--- src/rtl/figuras_pkg.sv ---
// Shared definitions for the VGA clock display figure generators:
// screen geometry, field widths, default colours and ring FSM states.
package figuras_pkg;

  localparam int unsigned MAX_X   = 640;
  localparam int unsigned MAX_Y   = 480;
  localparam int unsigned COORD_W = 10;
  localparam int unsigned COLOR_W = 8;
  localparam int unsigned BOUND_W = 4 * COORD_W;

  localparam logic [COLOR_W-1:0] DEF_COLOR_FILL   = 8'hAA;
  localparam logic [COLOR_W-1:0] DEF_COLOR_BORDER = 8'hFF;
  localparam logic [COLOR_W-1:0] DEF_COLOR_RING   = 8'hE0;
  localparam logic [COLOR_W-1:0] COLOR_BLACK      = 8'h00;

  typedef enum logic {
    ST_IDLE,
    ST_RING
  } ring_state_t;

endpackage

--- src/rtl/generador_recuadros_ring_box_hit.sv ---
// Combinational hit/border test of one pixel against one rectangle.
// Bound layout: {xl, xr, yt, yb}, 10 bits each, MSB first.
module box_hit
  import figuras_pkg::*;
#(
  parameter int unsigned BORDER_W = 4
) (
  input  logic [COORD_W-1:0] pixel_x,
  input  logic [COORD_W-1:0] pixel_y,
  input  logic [BOUND_W-1:0] bound,
  output logic               hit,
  output logic               border
);

  logic [COORD_W-1:0] xl, xr, yt, yb;
  logic [COORD_W:0]   bw;

  assign xl = bound[4*COORD_W-1:3*COORD_W];
  assign xr = bound[3*COORD_W-1:2*COORD_W];
  assign yt = bound[2*COORD_W-1:COORD_W];
  assign yb = bound[COORD_W-1:0];
  assign bw = (COORD_W+1)'(BORDER_W);

  // Inverted bounds can never satisfy both inequalities, so no special case is needed.
  // Border sums are widened by one bit so boxes near 1023 do not wrap.
  always_comb begin
    hit    = (xl <= pixel_x) && (pixel_x <= xr) && (yt <= pixel_y) && (pixel_y <= yb);
    border = hit && (({1'b0, pixel_x} < ({1'b0, xl} + bw)) ||
                     (({1'b0, pixel_x} + bw) > {1'b0, xr}) ||
                     ({1'b0, pixel_y} < ({1'b0, yt} + bw)) ||
                     (({1'b0, pixel_y} + bw) > {1'b0, yb}));
  end

endmodule

--- src/rtl/generador_recuadros_ring.sv ---
// Box generator with alarm-ring border blink for the 640x480 VGA clock.
// Optional feature macro: GENERADOR_RING_EN (ring FSM, frame tick, counters).
module generador_recuadros_ring
  import figuras_pkg::*;
#(
  parameter int unsigned        NUM_BOX      = 3,
  parameter int unsigned        BORDER_W     = 4,
  parameter int unsigned        BLINK_FRAMES = 30,
  parameter int unsigned        RING_TOGGLES = 20,
  parameter int unsigned        RING_BOX     = 2,
  parameter logic [COLOR_W-1:0] COLOR_FILL   = DEF_COLOR_FILL,
  parameter logic [COLOR_W-1:0] COLOR_BORDER = DEF_COLOR_BORDER,
  parameter logic [COLOR_W-1:0] COLOR_RING   = DEF_COLOR_RING
) (
  input  logic                       clk,
  input  logic                       reset,
  input  logic                       video_on,
  input  logic [COORD_W-1:0]         pixel_x,
  input  logic [COORD_W-1:0]         pixel_y,
  input  logic [NUM_BOX*BOUND_W-1:0] box_bounds,
  input  logic                       ring_req,
  input  logic                       ring_stop,
  output logic                       ring_active,
  output logic                       graph_on,
  output logic [COLOR_W-1:0]         fig_RGB
);

  logic [NUM_BOX-1:0] hit;
  logic [NUM_BOX-1:0] border;
  logic               phase;

  for (genvar b = 0; b < NUM_BOX; b++) begin : g_box
    box_hit #(.BORDER_W(BORDER_W)) u_box_hit (
      .pixel_x (pixel_x),
      .pixel_y (pixel_y),
      .bound   (box_bounds[b*BOUND_W +: BOUND_W]),
      .hit     (hit[b]),
      .border  (border[b])
    );
  end

  logic       win_found;
  logic       win_border;
  logic [2:0] win_idx;

  // Priority select: scan downwards so the lowest hit index is assigned last.
  always_comb begin
    win_found  = 1'b0;
    win_border = 1'b0;
    win_idx    = '0;
    for (int unsigned b = NUM_BOX; b > 0; b--) begin
      if (hit[b-1]) begin
        win_found  = 1'b1;
        win_border = border[b-1];
        win_idx    = 3'(b - 1);
      end
    end
  end

  logic [COLOR_W-1:0] rgb_d;
  logic               graph_d;

  // Pixel colour for the current coordinates.
  always_comb begin
    rgb_d   = COLOR_BLACK;
    graph_d = 1'b0;
    if (video_on && win_found) begin
      graph_d = 1'b1;
      if (win_border)
        rgb_d = (phase && (win_idx == 3'(RING_BOX))) ? COLOR_RING : COLOR_BORDER;
      else
        rgb_d = COLOR_FILL;
    end
  end

  // Output registers: one pixel clock of latency.
  always_ff @(posedge clk) begin
    if (reset) begin
      fig_RGB  <= '0;
      graph_on <= 1'b0;
    end else begin
      fig_RGB  <= rgb_d;
      graph_on <= graph_d;
    end
  end

`ifdef GENERADOR_RING_EN
  ring_state_t        state_q, state_d;
  logic               phase_q, phase_d;
  logic [7:0]         frame_q, frame_d;
  logic [7:0]         tog_q, tog_d;
  logic [COORD_W-1:0] prev_y;
  logic               frame_tick;
  logic               unused_cfg;

  assign unused_cfg  = (MAX_X == 0);
  assign frame_tick  = (pixel_y == COORD_W'(MAX_Y)) && (prev_y != COORD_W'(MAX_Y));
  assign phase       = phase_q;
  assign ring_active = (state_q == ST_RING);

  // Ring state, counters and previous-line register.
  always_ff @(posedge clk) begin
    if (reset) begin
      state_q <= ST_IDLE;
      phase_q <= 1'b0;
      frame_q <= '0;
      tog_q   <= '0;
      prev_y  <= '0;
    end else begin
      state_q <= state_d;
      phase_q <= phase_d;
      frame_q <= frame_d;
      tog_q   <= tog_d;
      prev_y  <= pixel_y;
    end
  end

  // Ring next state: stop beats request, request (re)starts, ticks advance the blink.
  always_comb begin
    state_d = state_q;
    phase_d = phase_q;
    frame_d = frame_q;
    tog_d   = tog_q;
    if (ring_stop) begin
      state_d = ST_IDLE;
      phase_d = 1'b0;
      frame_d = '0;
      tog_d   = '0;
    end else if (ring_req) begin
      state_d = ST_RING;
      phase_d = 1'b1;
      frame_d = '0;
      tog_d   = '0;
    end else if ((state_q == ST_RING) && frame_tick) begin
      if (frame_q == 8'(BLINK_FRAMES - 1)) begin
        frame_d = '0;
        if ((tog_q + 8'd1) == 8'(RING_TOGGLES)) begin
          state_d = ST_IDLE;
          phase_d = 1'b0;
          tog_d   = '0;
        end else begin
          phase_d = ~phase_q;
          tog_d   = tog_q + 8'd1;
        end
      end else begin
        frame_d = frame_q + 8'd1;
      end
    end
  end
`else
  logic unused_cfg;

  assign unused_cfg  = ring_req ^ ring_stop ^ (BLINK_FRAMES == 0) ^
                       (RING_TOGGLES == 0) ^ (MAX_X == 0) ^ (MAX_Y == 0);
  assign phase       = 1'b0;
  assign ring_active = 1'b0;
`endif

endmodule

--- config.mk ---
export PLATFORM = sky130hd
export DESIGN_NAME = generador_recuadros_ring
export DESIGN_NICKNAME = d
export VERILOG_FILES = /design/src/rtl/figuras_pkg.sv /design/src/rtl/generador_recuadros_ring_box_hit.sv /design/src/rtl/generador_recuadros_ring.sv
export SDC_FILE = /design/constraint.sdc
export NUM_CORES = 1
export LEC_CHECK = 0
export CAP_MARGIN = 20
export CORE_MARGIN = 5
export CORE_UTILIZATION = 40
export DETAILED_ROUTE_END_ITERATION = 16
export PLACE_DENSITY = 0.67
export SLEW_MARGIN = 20
export SYNTH_ARGS = -nofsm -noshare
export SYNTH_HDL_FRONTEND = slang
export SYNTH_SLANG_ARGS = --single-unit
--- constraint.sdc ---
create_clock -name clk -period 5.3 [get_ports clk]
set_input_delay 1.06 -clock clk [delete_from_list [all_inputs] [get_ports clk]]
set_output_delay 1.06 -clock clk [all_outputs]
set_load 0.01 [all_outputs]
# Word-level counts from Yosys, hierarchy flattened
# Index checks and enable logic that the tools add are counted.
# totals
ff_bits	9
input_bits	145
out_inout_bits	10
word_cells	66
# op_classes
addsub	8
n_lt_le_gt_ge	24
muxes	8
bitwise	1
reduce_logical	23
# ops
operator	n
10-bit <= comparator	12
10-bit by 3-bit adder with 11-bit output (second input constant)	8
11-bit by 10-bit > comparator with 1-bit output	6
10-bit by 11-bit less-than comparator with 1-bit output	6
1-bit logical AND	13
1-bit logical OR	9
1-bit 2-to-1 mux	7
7-bit 2-to-1 mux	1
2-bit OR reduction	1
1-bit NOT	1

# Depth between registers and ports, before layout
# depth
depth_word	10
mapped_depth	13
depth_no_buf	13

# Modules after synthesis
# Synthesis repeated with hierarchy kept, for this count alone.
# unflattened
hier_cells	908
hier_area_um2	6976.7
# modules_own_cells
mod	instances	cells_each	area_per_inst_um2
box_hit (g_box[1].u_box_hit)	1	298	2277.2
box_hit (g_box[2].u_box_hit)	1	294	2264.7
box_hit (g_box[0].u_box_hit)	1	297	2260.9
generador_recuadros_ring	1	19	173.9

# Worst setup path before layout
# No wires, ideal clock.
# synth_path
kind	input port to flip-flop
from	input pixel_y[2]
to	register fig_RGB[6]
setup_time_ns	0.119
t_arrival_ns	3.453
required_ns	5.181
setup_slack_ns	1.729
cell_stages	12
path_cell_list	ha_1 > nand3_1 > nor3_1 > xnor2_1 > ha_1 > a21o_1 > a21oi_1 > o2111ai_1 > and2_0 > o41a_1 > mux2_1 > o221a_1
# synth_via
elab_chain_cells	9
word_cells_on_any_way	38
classes_between	1 x add/sub; 12 x order compare; 7 x mux; 1 x bitwise; 17 x reduce/logical
# synth_lines
item	line_no	text
start: declaration	generador_recuadros_ring.sv:19	input logic [COORD_W-1:0] pixel_y,
parallel branches: the longest is 9 deep, another holds 10-bit by 3-bit adder with 11-bit output	n/a	
end signal: assignment	generador_recuadros_ring.sv:82	fig_RGB <= rgb_d;
end: declaration	generador_recuadros_ring.sv:25	output logic [COLOR_W-1:0] fig_RGB
# Several ways; the timed one is not identified.
# A chain may end at the register's enable or synchronous reset.

# Worst setup path in the final report
# Ends and elaborated chain as after synthesis.

==> summary.txt <==
Clock network
  – TritonCTS clock tree: built
  – Clock sinks: 3
  – Root buffer cell: clkbuf_16
  – CTS max path bufs: 2
  – Post-CTS Resized: 0
  – H-tree levels: 1
  – Setup Fix Bufs, Post-CTS: 0
  – Clk slew on worst S/H paths: ~0.030 ns
  – # hold bufs at CTS: 0
  – Total CTS buffers: 3

Die
  – Row count: 45
  – I/O pin count: 155
  – Area of the core: ~15000 µm²
  – Initial Util: between 40% and 50%
  – Die footprint: roughly 18000 µm²
  – Die height: approximately 140 µm
  – Die width: approximately 140 µm

Synthesis
  – Synth Flop Type: dfxtp_1
  – Largest area contributor in the netlist: ha_1
  – Syn_nets: ~1200
  – Mean Syn Cell Area: 7.822 µm²
  – Synth area leaders: ha_1 (47%), inv_1 (6.8%), a21oi_1 (4.3%)
  – Number of distinct library cells after synthesis: a little over 60
  – YS warnings: 0
  – Syn Inst Count: roughly 800
  – Synth top area share: 47.01%
  – EDFF count, synth: 0
  – Yosys reg bits: 3
  – Synthesized area: about 6300 µm²
  – Post-synthesis sequential area ratio: less than 1%
  – Ys async rst share: 0%

Worst setup path
  – Critical Path Fanout Max: 5
  – CP max stage cell: clkdlybuf4s50_1
  – CP Cell Sequence: clkdlybuf4s50_1 -> ha_1 -> nand3_1 -> nor3_1 -> xnor2_1 -> ha_1 -> a21o_1 -> a21oi_1 -> nor2_1 -> a41oi_1 -> o2111a_1 -> o311ai_1 -> a211o_1 -> o221a_1
  – Data required time of the worst path: approximately 5.4 ns
  – CP Capture Type: flop
  – Slowest stage delay, CP: around 0.58 ns
  – Worst path most repeated cell: ha_1
  – WP data arrival: about 4.5 ns
  – CP Class: in -> reg
  – Number of buffers and inverters on the critical path: 1
  – CP top delay family: compound AO/OA/AOI/OAI gates
  – Setup crit start kind: input pin

Finish
  – Area Overhead vs Synth: 30.84%
  – Commonest non-fill, non-tap cells in the layout: ha_1 (236), clkdlybuf4s50_1 (151), inv_1 (113)
  – Antenna diode count: 0
  – Total Nets Final: between 1000 and 1500
  – Commonest non-fill, non-tap cell in the layout: ha_1
  – Share of cells above drive strength 1: 2.993%

Routing
  – Residual DRC: 0
  – Antenna-violating nets left: 0
  – Via/cell ratio: between 5 and 6
  – Iter 0 DRT Violations: ~360
  – Vias: 6291
  – Routed wire per std cell: around 16 µm
  – First-pass detailed-route iteration total: 5
  – Routed WL: 19020 µm

Pwr
  – Leakage: between 4 and 5 nW
  – Power Density: ~100 nW/µm²
  – Peak VDD IR: about 0.000080 V
  – Design Power: around 0.82 mW

Place
  – Post-DP HPWL: approximately 17000 µm
  – Placer Congestion: approximately 0.89
  – Port Buf Inserts: around 150

Global routing
  – Vias in the first global route: about 6200
  – First-pass GRT wire length: about 30000 µm
  – Antenna violations before repair: 0
  – Largest net degree at the start of global routing: 10
  – GRT Total Usage: 20.28%
  – Congestion Overflow GR: 0

Worst hold path
  – Hold Path Class: in -> reg

Flow run
  – Maxcap violations: 0

Timing
  – RSZ-0062 raised after global routing: false
  – Worst-Margin Slew: 0.6949 ns
  – Slew HR: 52.48%
  – Fmax: 225.6 MHz
  – Final Max Slew Viols: 0
  – Final Hold Vio Count: 0
  – Final Cycle Share: between 80 and 90%
  – Post-Route Setup TNS: 0 ns
  – Final number of setup-violating endpoints: 0
  – Tmin final: approximately 4.4 ns

Status
  – Outcome: finished, final reports clean
## synth_stat cells (5+ instances only)
cell	count
xnor2_1	23
a31oi_1	5
buf_4	7
a21oi_1	54
nor2_1	32
xor2_1	25
nand4_1	27
ha_1	236
and3_1	5
nand2_1	31
o211ai_1	5
nor3_1	15
a211oi_1	17
a21o_1	24
o21ai_1	6
nand2b_1	5
a221oi_1	5
and4_1	6
nand3_1	49
o21ai_0	32
nor2b_1	11
inv_1	113
## cell type report
| cell class | count | area, µm² |
|---|---|---|
| timing repair buffer | 169 | 1647 |
| inverter | 116 | 435.4 |
| tap | 211 | 264.0 |
| fill | 1518 | 7097 |
| clock buffer | 4 | 78.83 |
| sequential | 3 | 60.06 |
| multi-input combinational | 677 | 5733 |
## path summary, 6_finish.rpt
check / startpoint / end / depth (start not counted)
worst max-delay path: pixel_y[2] / fig_RGB[6] / 14
worst min-delay path: video_on / fig_RGB[5] / 2
## per-stage QoR
stage	setup WS (ns)	hold WS (ns)	util (%)	instances	cell area, µm²
2_1_floorplan	1.729	1.191	-	803	6281
3_3_place_gp	0.6939	1.671	53.15	1176	8139
3_5_place_dp	0.6330	1.667	53.15	1176	8139
4_1_cts	0.8427	1.435	53.66	1180	8218
5_1_grt	0.6409	1.453	53.66	1180	8218
6_report	0.8669	1.431	53.66	1180	8218
## state kept, by name, indices dropped and copies added, names as in the netlist
signal	cells
graph_on	1
fig_RGB	2
## logic make-up (layout without fill, tap and decap cells)
logic type / count (synthesis) / after routing / synth area share (%)
AOI/OAI and AO/OA: 198 / 198 / 21.16
xor gates and xnor gates: 48 / 48 / 6.693
adders and majority gates: 236 / 236 / 47.01
buffers and inverters: 123 / 289 / 7.769
DFF: 3 / 3 / 0.9562
muxes: 1 / 1 / 0.1793
other: 1 / 1 / 0.05970
and+or+nand+nor: 193 / 193 / 16.18
## power breakdown
part           switching [mW]  internal, mW
Clock                  0.0233        0.0995
Sequential            0.00212        0.0250
Combinational           0.343         0.330
Total                   0.368         0.454
## metal layers
metal | up-vias | global-route usage (%) | wire (µm)
li1 | 3298 | - | -
met1 | 2775 | 27.48 | 8932
met2 | 192 | 34.29 | 8644
met3 | 26 | 1.932 | 1021
met4 | 0 | 5.487 | 417
met5 | - | 0 | 0
(Power assumes the default switching activity.)
